<file path="src/rtl/if_fetch_queue.sv">
// Decoupling queue between the I-cache response and ID. Accepts up to FETCH_WIDTH
// instructions per cycle, delivers one per cycle, and supports flush and refetch tagging.
module if_fetch_queue #(
  parameter int DEPTH       = 8,
  parameter int FETCH_WIDTH = 2,
  parameter int EXC_W       = 19
) (
  input  logic                     clk,
  input  logic                     resetn,
  input  logic                     flush,
  input  logic                     mem_refetch,
  input  logic                     in_valid,
  output logic                     in_ready,
  input  logic [31:0]              in_pc,
  input  logic [32*FETCH_WIDTH-1:0] in_instr,
  input  logic [FETCH_WIDTH-1:0]   in_mask,
  input  logic [EXC_W-1:0]         in_except,
  output logic                     out_valid,
  input  logic                     out_ready,
  output logic [31:0]              out_pc,
  output logic [31:0]              out_instr,
  output logic [EXC_W-1:0]         out_except,
  output logic [$clog2(DEPTH):0]   count
);

  localparam int AW = $clog2(DEPTH);
  localparam int PW = AW + 1;

  logic [31:0]      pc_mem    [DEPTH];
  logic [31:0]      instr_mem [DEPTH];
  logic [EXC_W-1:0] exc_mem   [DEPTH];

  logic [PW-1:0]    rd_ptr, wr_ptr;
  logic [AW-1:0]    rd_idx, wr_idx;
  logic             enq, deq;
  logic [PW-1:0]    n_write;
  logic [DEPTH-1:0] live;
  logic [EXC_W-1:0] enq_except;

  assign rd_idx     = rd_ptr[AW-1:0];
  assign wr_idx     = wr_ptr[AW-1:0];
  assign count      = wr_ptr - rd_ptr;
  assign in_ready   = (count <= PW'(DEPTH - FETCH_WIDTH));
  assign out_valid  = (count != '0);
  assign enq        = in_valid && in_ready && !flush;
  assign deq        = out_valid && out_ready && !flush;
  assign enq_except = in_except | {mem_refetch, {(EXC_W-1){1'b0}}};

  assign out_pc     = pc_mem[rd_idx];
  assign out_instr  = instr_mem[rd_idx];
  assign out_except = exc_mem[rd_idx];

  // A faulting fetch collapses to a single lane-0 entry; otherwise one entry per mask bit.
  always_comb begin
    // NOTE: every always_comb output gets a default first so no path can infer a latch.
    n_write = '0;
    if (in_except != '0) begin
      n_write = PW'(1);
    end else begin
      for (int k = 0; k < FETCH_WIDTH; k++) begin
        n_write = n_write + PW'(in_mask[k]);
      end
    end
  end

  // An entry is resident when its distance from the head is below the occupancy.
  always_comb begin
    live = '0;
    for (int i = 0; i < DEPTH; i++) begin
      live[i] = ({1'b0, AW'(i) - rd_idx} < count);
    end
  end

  always_ff @(posedge clk) begin
    if (!resetn) begin
      rd_ptr <= '0;
      wr_ptr <= '0;
      // NOTE: storage is reset too, so the head payload reads 0 rather than X after reset.
      for (int i = 0; i < DEPTH; i++) begin
        pc_mem[i]    <= '0;
        instr_mem[i] <= '0;
        exc_mem[i]   <= '0;
      end
    end else if (flush) begin
      rd_ptr <= '0;
      wr_ptr <= '0;
    end else begin
      // NOTE: non-blocking assignments throughout; a later write to the same slot wins.
      if (mem_refetch) begin
        for (int i = 0; i < DEPTH; i++) begin
          if (live[i]) exc_mem[i][EXC_W-1] <= 1'b1;
        end
      end
      if (enq) begin
        for (int k = 0; k < FETCH_WIDTH; k++) begin
          if (PW'(k) < n_write) begin
            pc_mem[wr_idx + AW'(k)]    <= in_pc + 32'(4 * k);
            instr_mem[wr_idx + AW'(k)] <= in_instr[32*k +: 32];
            exc_mem[wr_idx + AW'(k)]   <= enq_except;
          end
        end
        wr_ptr <= wr_ptr + n_write;
      end
      if (deq) rd_ptr <= rd_ptr + PW'(1);
    end
  end

endmodule

</file>
<file path="config.mk">
export PLATFORM = sky130hd
export DESIGN_NAME = if_fetch_queue
export DESIGN_NICKNAME = d
export VERILOG_FILES = /design/src/rtl/if_fetch_queue.sv
export SDC_FILE = /design/constraint.sdc
export NUM_CORES = 1
export LEC_CHECK = 0
export BUFFER_PORTS_ARGS = -buffer_cell sky130_fd_sc_hd__buf_2
export CAP_MARGIN = 20
export CELL_PAD_IN_SITES_DETAIL_PLACEMENT = 1
export CELL_PAD_IN_SITES_GLOBAL_PLACEMENT = 1
export CORE_MARGIN = 8
export CORE_UTILIZATION = 38
export CTS_CLUSTER_SIZE = 8
export DETAILED_ROUTE_END_ITERATION = 8
export HOLD_SLACK_MARGIN = 0.03
export PLACE_DENSITY = 0.71
export SYNTH_ARGS = -nofsm -noshare
export SYNTH_HDL_FRONTEND = slang
export SYNTH_SLANG_ARGS = --single-unit
</file>
<file path="constraint.sdc">
create_clock -name clk -period 6.6 [get_ports clk]
set_clock_uncertainty 0.2 [all_clocks]
set_input_delay 0.66 -clock clk [delete_from_list [all_inputs] [get_ports clk]]
set_output_delay 0.66 -clock clk [all_outputs]
set_load 0.02 [all_outputs]
</file>
==> flow_metrics.py, run 1 <==
metrics = {
    "grt": {
        "antenna_found_initial": 21,
        "grt_pass1_wl_um": 155000,
        "grt_max_degree": 117,
        "grt_usage": 0.209,
        "grt-ovfl-total": 0,
        "grt_pass1_vias": 23600,
    },
    "clocking": {
        "cts_root_buffer": "clkbuf_16",
        "postCtsSetupRepairBufs": 0,
        "numCtsBuffers": 95,
        "path_clk_slew_ns": 0.05,
        "clkSinkCount": 675,
        "cts_tree": "done",
        "htreeDepth": 3,
        "cts-hold-fix-buffers": 0,
        "worstSkewPairLatency_ns": 0.64,
        "cts.repair.resized": 0,
        "clock_path_buffers": 3,
    },
    "sta": {
        "max_freq_mhz": 194,
        "slew_headroom": 0.273,
        "min_period_ns": 5.16,
        "setup_viol": 0,
        "fin_crit_sh": 0.782,
        "rsz0062_at_grt": "false",
        "final-max-slew-violation-count": 0,
        "hold_violations": 0,
        "setup_ws_ns": 1.44,
        "fin_tns_setup_ns": 0,
        "worstMarginPinSlew_ns": 1.09,
    },
    "worst_setup_path": {
        "critical_path.startpoint_type": "register",
        "crit_fanout": 63,
        "cp-end-kind": "register",
        "r2r_end": "instr_mem[6][26]$_DFFE_PP_",
        "crit_required_ns": 6.70,
        "r2r_cells": 13,
        "worstPathArrival_ns": 5.26,
        "r2r_slack_ns": 1.44,
        "reg2reg_from": "wr_ptr[0]$_SDFFE_PP0N_",
        "criticalPathCategory": "reg2reg",
    },
    "final_layout": {
        "fin_cells": 3636,
        "multi_input_area_um2": 12000,
        "final_layout_size_suffix_gt1_frac": 0.265,
        "nNetsFinal": 2590,
        "fillers": 8751,
        "regArea_um2": 20100,
        "area_growth_pct": 14.4,
    },
    "pwr": {
        "ir_worst_vdd_uv": 203,
        "clkPwrFrac": 0.434,
        "p_leak_nw": 13.1,
        "power_density_nw_per_um2": 268,
        "p_sw_mw": 2.39,
        "intPower_mw": 7.75,
        "seq_power_share": 0.485,
        "p_comb_frac": 0.081,
        "p_sw_frac": 0.236,
    },
    "floorplan": {
        "initial_utilization": 0.383,
        "die_x_um": 311,
        "core_um2": 86500,
        "die_h_um": 311,
        "io-pin-count": 212,
        "dieArea_um2": 96800,
        "row_count": 108,
    },
    "detailed_routing": {
        "drt_iter0_markers": 2166,
        "drtPass1Iterations": 5,
        "via_count": 21800,
        "wirelength_um": 104000,
        "drc_errors": 0,
        "post_drt_wl_per_cell_um": 28.6,
        "ant_nets": 0,
        "viasPerCell": 5.99,
    },
    "flow_run": {
        "maxCapViolations": 0,
    },
    "synthesis": {
        "yosys_warnings": 0,
        "synthFlopType": "edfxtp_1",
        "synth_nets": 2489,
        "ys_ff_latch": 675,
        "synthArstFlopShare": 0,
        "synth_edf_count": 659,
        "synth_area_um2": 33100,
        "yosysTopAreaCell": "edfxtp_1",
        "synth.area.top_cells": "edfxtp_1 (60%), mux4_2 (11%), a22o_1 (7.0%), o21ai_0 (3.6%), nand2_1 (2.9%)",
        "synthCells": 2341,
        "yosysMostFrequentCell": "edfxtp_1",
        "netlist_top_cells_count": "edfxtp_1 (659), a22o_1 (264), nand2_1 (259)",
        "synthDistinctLibCells": 49,
        "synth_top_area_share": 0.598,
        "yosysSeqAreaShare": 0.608,
        "syn_avg_cell_area_um2": 14.1,
    },
    "placement": {
        "dp.cells": 3499,
        "portBuffers": 211,
        "gp_congestion": 0.796,
        "pre_cts_slack_ns": 1.32,
        "hpwl_um": 60500,
    },
    "min_path": {
        "holdPathStages": 2,
        "min_path_type": "in2reg",
        "hold_end": "exc_mem[3][8]$_DFFE_PP_",
        "min-delay-start": "in_except[8]",
    },
    "outcome": {
        "status": "finished clean",
    },
}
[logic make-up (layout without fill, tap and decap cells)]
| group | after synthesis | after routing | share of synthesized area |
|---|---|---|---|
| DFF | 675 | 675 | 0.608 |
| AOI/OAI and AO/OA | 532 | 532 | 0.112 |
| and+or+nand+nor | 532 | 532 | 0.0834 |
| buffers and inverters | 281 | 409 | 0.0328 |
| muxes | 257 | 257 | 0.144 |
| xor gates and xnor gates | 39 | 39 | 0.0103 |
| adders and majority gates | 25 | 25 | 0.0101 |
| other | 0 | 12 | 0 |
[metal layers]
| metal | part of all wire | track usage | vias up |
|---|---|---|---|
| li1 | - | - | 9220 |
| met1 | 0.40 | 0.264 | 11400 |
| met2 | 0.49 | 0.352 | 940 |
| met3 | 0.082 | 0.0502 | 182 |
| met4 | 0.027 | 0.0722 | 14 |
| met5 | 0.00087 | 0 | - |
[registers in the layout (all words and copies together), names as in the netlist, named ones only]
signal,cells
wr_ptr,4
instr_mem,256
rd_ptr,4
pc_mem,256
exc_mem,152
[cell usage in the layout (no fill, tap or decap), types with 17 or more instances in the layout]
cell type,instances
inv_1,21
mux2_2,83
a22o_1,264
edfxtp_1,659
xnor2_1,17
xor2_1,22
nor2b_1,124
o21ai_0,236
buf_2,211
ha_1,22
nand2_1,251
mux4_2,166
clkbuf_1,19
clkbuf_16,95
nand3_1,18
and2_1,40
buf_4,45
nor2_1,25
[worst max-delay path: stages (launching register included)]
cell	delay [ns]
dfxtp_1	0.49
inv_1	0.12
ha_1	0.25
fa_1	0.65
nor2_1	0.13
a2111oi_2	0.37
o21ai_1	0.13
buf_4	0.22
nor3_2	0.12
buf_4	0.79
nor2_2	0.08
buf_4	0.28
nand2_4	0.53
buf_12	0.36
[power groups by stage]
stage | Sequential [mW] | Combinational [mW] | Clock [mW]
finish | 4.92 | 0.818 | 4.41
global route | 4.93 | 0.874 | 4.61
detailed placement | 5.00 | 0.826 | 0
floorplan | 4.99 | 0.519 | 0
CTS | 4.92 | 0.830 | 4.46
global placement | 4.99 | 0.808 | 0
[final cells by class]
class	instances	area share
multi-input cells	1385	0.318
flip-flops and latches	675	0.531
diodes	12	0.000793
clock buffers	114	0.0647
clock inverters	10	0.00390
inverters	22	0.00218
repair buffers	263	0.0407
well taps	1155	0.0382
[per-stage QoR]
stage	power, mW	utilization	cell area (µm²)	hold WS [ns]
after detailed placement	5.83	0.407	35200	0.386
after floorplan	5.51	-	33100	0.315
after global routing	10.4	0.438	37800	0.180
final	10.1	0.438	37900	0.207
after CTS	10.2	0.437	37800	0.167
after global placement	5.79	0.407	35200	0.351
[worst max path at each step]
stage / start / slack, ns / to
3_3_place_gp: resetn / 1.45 / instr_mem[6][26]$_DFFE_PP_
6_report: wr_ptr[0]$_SDFFE_PP0N_ / 1.44 / instr_mem[6][26]$_DFFE_PP_
5_1_grt: wr_ptr[0]$_SDFFE_PP0N_ / 1.14 / exc_mem[0][7]$_DFFE_PP_
2_1_floorplan: wr_ptr[0]$_SDFFE_PP0N_ / 1.14 / exc_mem[5][0]$_DFFE_PP_
4_1_cts: wr_ptr[0]$_SDFFE_PP0N_ / 1.41 / instr_mem[0][3]$_DFFE_PP_
3_5_place_dp: resetn / 1.32 / exc_mem[0][7]$_DFFE_PP_
No activity file was read; power rests on OpenSTA's default activity.
==> run 2, diff against run 1 <==
==> constraint.sdc (replaced) <==
create_clock -name clk -period 5.06 [get_ports clk]
set_clock_uncertainty 0.2 [all_clocks]
set_input_delay 0.506 -clock clk [delete_from_list [all_inputs] [get_ports clk]]
set_output_delay 0.506 -clock clk [all_outputs]
set_load 0.02 [all_outputs]
==> run 2 against run 1 <==
Combinational power is 33% higher. Power up 31%. Sequential power up 30%. Largest power group unchanged.
==> flow_metrics.py, run 2 (synthesized netlist as in run 1, its figures left out) <==
metrics = {
    "detailed_routing": {
        "ant_nets": 0,
        "drtPass1Iterations": 5,
        "wirelength_um": 106000,
        "top_layer": "met5",
        "post_drt_wl_per_cell_um": 29.0,
        "m1WireLength_um": 41300,
        "wl_met2_um": 52400,
        "drt_iter0_markers": 1989,
        "drc_errors": 0,
        "viasPerCell": 6.03,
        "via_count": 22100,
        "dr_wl_met3_um": 9060,
    },
    "floorplan": {
        "die_x_um": 311,
        "io-pin-count": 212,
        "dieArea_um2": 96800,
        "row_count": 108,
        "initial_utilization": 0.383,
        "die_h_um": 311,
        "core_um2": 86500,
    },
    "worst_setup_path": {
        "cp_num_buf_inv": 2,
        "cpLargestDelayFamily": "compound AO/OA/AOI/OAI gates",
        "criticalPathCategory": "reg2reg",
        "cp-end-kind": "register",
        "worstPathArrival_ns": 4.88,
        "crit_required_ns": 5.30,
        "cp_slowest_cell": "buf_4",
        "critPathMaxStageDelay_ns": 0.97,
        "crit_fanout": 62,
        "crit_chain": "inv_1 -> ha_1 -> fa_1 -> nor2_1 -> a2111oi_2 -> o21ai_2 -> nor4b_4 -> buf_4 -> nand2_1 -> o21ai_0",
        "critical_path.startpoint_type": "register",
    },
    "sta": {
        "setup_viol": 0,
        "min_period_ns": 4.64,
        "max_freq_mhz": 215,
        "rsz0062_at_grt": "false",
        "slew_headroom": 0.198,
        "hold_violations": 0,
        "worstMarginPinSlew_ns": 1.20,
        "fin_crit_sh": 0.917,
        "final-max-slew-violation-count": 0,
        "fin_tns_setup_ns": 0,
    },
    "clocking": {
        "cts_root_buffer": "clkbuf_16",
        "postCtsSetupRepairBufs": 0,
        "cts-hold-fix-buffers": 14,
        "worstSkewPairLatency_ns": 0.65,
        "clkSinkCount": 675,
        "cts_tree": "done",
        "htreeDepth": 3,
        "cts.repair.resized": 0,
        "path_clk_slew_ns": 0.05,
        "numCtsBuffers": 95,
        "clock_path_buffers": 3,
    },
    "flow_run": {
        "maxCapViolations": 0,
    },
    "grt": {
        "grt_pass1_wl_um": 158000,
        "antenna_found_initial": 24,
        "grt_usage": 0.215,
        "grt-ovfl-total": 0,
        "grt_max_degree": 105,
        "grt_pass1_vias": 24200,
    },
    "final_layout": {
        "layout_common_cells": "edfxtp_1 (659), a22o_1 (264), nand2_1 (251), o21ai_0 (236), buf_2 (211)",
        "final_layout_size_suffix_gt1_frac": 0.268,
        "reg_top3": "instr_mem (256), pc_mem (256), exc_mem (152)",
        "nNetsFinal": 2616,
        "area_growth_pct": 15.5,
        "final_common_cell": "edfxtp_1",
        "fin_cells": 3668,
    },
    "pwr": {
        "p_leak_nw": 13.3,
        "ir_worst_vdd_uv": 230,
        "power_density_nw_per_um2": 346,
    },
    "placement": {
        "hpwl_um": 60900,
        "gp_congestion": 0.763,
        "portBuffers": 211,
        "dp.cells": 3512,
    },
    "outcome": {
        "status": "finished clean",
    },
    "min_path": {
        "min_path_type": "in2reg",
    },
}
[run 2: cell count changes in the layout (fill, tap and decap cells not counted), moves of 2 or more]
cell,delta
dlygate4sd3_1,+14
diode_2,+6
buf_12,+13
clkinv_2,+2
[run 2: cell type report]
class | instances | area [µm²]
well taps | 1155 | 1450
repair buffers | 289 | 1910
diodes | 18 | 45.0
flip-flops and latches | 675 | 20100
fillers | 8712 | 48200
clock buffers | 114 | 2450
multi-input cells | 1385 | 12000
inverters | 22 | 82.6
clock inverters | 10 | 143
[run 2: final timing paths]
check	cells after the start	to	from	slack, ns
max	10	pc_mem[5][12]$_DFFE_PP_	wr_ptr[0]$_SDFFE_PP0N_	0.42
min reg2reg	2	exc_mem[2][18]$_DFF_P_	exc_mem[2][18]$_DFF_P_	0.36
max reg2reg	10	pc_mem[5][12]$_DFFE_PP_	wr_ptr[0]$_SDFFE_PP0N_	0.42
min	2	exc_mem[2][5]$_DFFE_PP_	in_except[5]	0.07
[run 2: metrics by stage]
stage / area [µm²] / setup WS [ns] / power, mW / util / hold slack (ns)
floorplan: 33100 / 0.379 / 7.17 / - / 0.315
global placement: 35500 / 0.766 / 7.57 / 0.410 / 0.340
detailed placement: 35500 / 0.564 / 7.61 / 0.410 / 0.351
CTS: 38200 / 0.477 / 13.3 / 0.442 / 0.0306
global route: 38200 / 0.210 / 13.6 / 0.442 / 0.0609
finish: 38200 / 0.419 / 13.2 / 0.442 / 0.0651
[run 2: report_power, final]
part / internal (mW) / switching, mW
clock: 3.37 / 2.37
sequential: 6.35 / 0.0707
combinational: 0.409 / 0.680
[run 2: layer usage]
layer | up-vias | track usage
li1 | 9293 | -
met1 | 11500 | 0.271
met2 | 1059 | 0.361
met3 | 250 | 0.0449
met4 | 12 | 0.0825
met5 | - | 0
==> run 3, diff against run 2 <==
--- a/config.mk
+++ b/config.mk
@@ -9,12 +9,14 @@
 export CAP_MARGIN = 20
 export CELL_PAD_IN_SITES_DETAIL_PLACEMENT = 1
 export CELL_PAD_IN_SITES_GLOBAL_PLACEMENT = 1
+export CORE_ASPECT_RATIO = 0.9
 export CORE_MARGIN = 8
 export CORE_UTILIZATION = 38
 export CTS_CLUSTER_SIZE = 8
 export DETAILED_ROUTE_END_ITERATION = 8
 export HOLD_SLACK_MARGIN = 0.03
 export PLACE_DENSITY = 0.71
+export SETUP_SLACK_MARGIN = 0.02
 export SYNTH_ARGS = -nofsm -noshare
 export SYNTH_HDL_FRONTEND = slang
 export SYNTH_SLANG_ARGS = --single-unit
==> run 3 against run 2 <==
Sequential share of layout area down 0.73 points. Die area about the same. Highest routed layer unchanged. Largest power group unchanged. First-iteration DRC count up 23%. Core utilization up 0.80 points. Register-to-register slack worse by 0.23 ns.
==> flow_metrics.py, run 3 (synthesized netlist as in run 1, its figures left out) <==
metrics = {
    "outcome": {
        "status": "finished clean",
    },
    "worst_setup_path": {
        "cp-end-kind": "register",
        "r2r_slack_ns": 0.19,
        "critical_path.startpoint_type": "register",
        "cp_slowest_cell": "buf_4",
        "crit_chain": "inv_1 -> ha_1 -> fa_1 -> nor2_1 -> a2111oi_2 -> o21ai_2 -> nor4_4 -> buf_4 -> a22o_1 -> dlygate4sd3_1",
        "crit_fanout": 62,
        "criticalPathCategory": "reg2reg",
        "crit_required_ns": 5.40,
        "worstPathArrival_ns": 5.21,
        "critPathMaxStageDelay_ns": 0.83,
    },
    "final_layout": {
        "final_cell_area_um2": 38800,
        "fillers": 8613,
        "area_growth_pct": 17.2,
        "fin_util": 0.450,
        "fin_cells": 3699,
        "reg_top3": "instr_mem (256), pc_mem (256), exc_mem (152)",
        "multi_input_area_um2": 12000,
        "layout_common_cells": "edfxtp_1 (659), a22o_1 (264), nand2_1 (251), o21ai_0 (236), buf_2 (211)",
        "final_layout_size_suffix_gt1_frac": 0.261,
        "regArea_um2": 20100,
        "final_common_cell": "edfxtp_1",
        "nNetsFinal": 2668,
    },
    "detailed_routing": {
        "drt_iter0_markers": 2443,
        "viasPerCell": 6.04,
        "drc_errors": 0,
        "ant_nets": 0,
        "wirelength_um": 106000,
        "post_drt_wl_per_cell_um": 28.6,
        "drtPass1Iterations": 7,
        "via_count": 22300,
    },
    "floorplan": {
        "initial_utilization": 0.384,
        "dieArea_um2": 96800,
        "core_um2": 86100,
        "die_h_um": 296,
        "die_x_um": 327,
        "row_count": 102,
        "io-pin-count": 212,
    },
    "sta": {
        "min_period_ns": 4.87,
        "final-max-slew-violation-count": 0,
        "rsz0062_at_grt": "false",
        "setup_ws_ns": 0.187,
        "fin_hold_ws_ns": 0.0651,
        "slew_headroom": 0.233,
        "worstMarginPinSlew_ns": 1.15,
        "fin_crit_sh": 0.963,
        "fin_tns_setup_ns": 0,
        "hold_violations": 0,
        "setup_viol": 0,
        "max_freq_mhz": 205,
    },
    "grt": {
        "grt-ovfl-total": 0,
        "grt_pass1_wl_um": 157000,
        "grt_max_degree": 110,
        "grt_pass1_vias": 24500,
        "antenna_found_initial": 17,
        "grt_usage": 0.214,
    },
    "placement": {
        "portBuffers": 211,
        "dp.cells": 3499,
        "hpwl_um": 59100,
        "dpl_cell_area_um2": 35400,
        "gp_congestion": 0.768,
        "pre_cts_slack_ns": 0.401,
    },
    "pwr": {
        "ir_worst_vdd_uv": 255,
        "p_leak_nw": 13.5,
        "power_mw": 13.3,
        "power_density_nw_per_um2": 343,
    },
    "clocking": {
        "cts_tree": "done",
        "cts_root_buffer": "clkbuf_16",
        "worstSkewPairLatency_ns": 0.67,
        "postCtsSetupRepairBufs": 0,
        "numCtsBuffers": 94,
        "path_clk_slew_ns": 0.05,
        "clkSinkCount": 675,
        "htreeDepth": 3,
        "clock_path_buffers": 3,
    },
    "flow_run": {
        "maxCapViolations": 0,
    },
    "min_path": {
        "min_path_type": "in2reg",
    },
}
run 3: cell types whose count changed in the layout (fill, tap and decap cells not counted), sizes merged:
cell         before  now
clkbuf          114  111
dlygate4sd3      14   69
inv              24   22
buf             275  273
diode            18   12
run 3: final cells by class:
cell class / count / share of cell area
diodes: 12 / 0.000774
well taps: 1144 / 0.0369
multi-input cells: 1385 / 0.310
inverters: 22 / 0.00213
flip-flops and latches: 675 / 0.519
clock buffers: 111 / 0.0626
repair buffers: 342 / 0.0633
clock inverters: 8 / 0.00497
run 3: final timing paths:
path / start / end / cells after the start
max reg2reg: wr_ptr[0]$_SDFFE_PP0N_ / instr_mem[1][12]$_DFFE_PP_ / 10
max: wr_ptr[0]$_SDFFE_PP0N_ / instr_mem[1][12]$_DFFE_PP_ / 10
min reg2reg: exc_mem[4][18]$_DFF_P_ / exc_mem[4][18]$_DFF_P_ / 2
min: in_instr[14] / instr_mem[2][14]$_DFFE_PP_ / 2
run 3: critical path, delay by kind of cell (launching register included):
kind                     cells  cell delay, ns
adder cells (fa/ha/maj)      2            0.85
buffers and inverters        3            1.50
AND/OR/NAND/NOR              2            0.47
AO/OA/AOI/OAI                3            1.20
flip-flops                   1            0.48
run 3: repair_timing:
action / 4_1_cts / 5_1_grt
hold endpoints to repair: 210 / 0
endpoints found under the setup margin: 0 / 1
hold buffers: 69 / 0
gates resized for setup: 0 / 1
run 3: metal layers:
metal	share of wire	up-vias	GRT usage	wire (µm)
met3	0.083	193	0.0500	8720
met4	0.023	10	0.0673	2450
met5	0.00061	-	0	65
met1	0.40	11700	0.270	42100
met2	0.50	1011	0.366	52400
li1	-	9377	-	-
run 3: power by group:
part           total, mW  switching, mW  internal [mW]
Sequential          6.41         0.0609           6.35
Combinational       1.12          0.696          0.427
Clock               5.76           2.40           3.36
Total               13.3           3.16           10.1
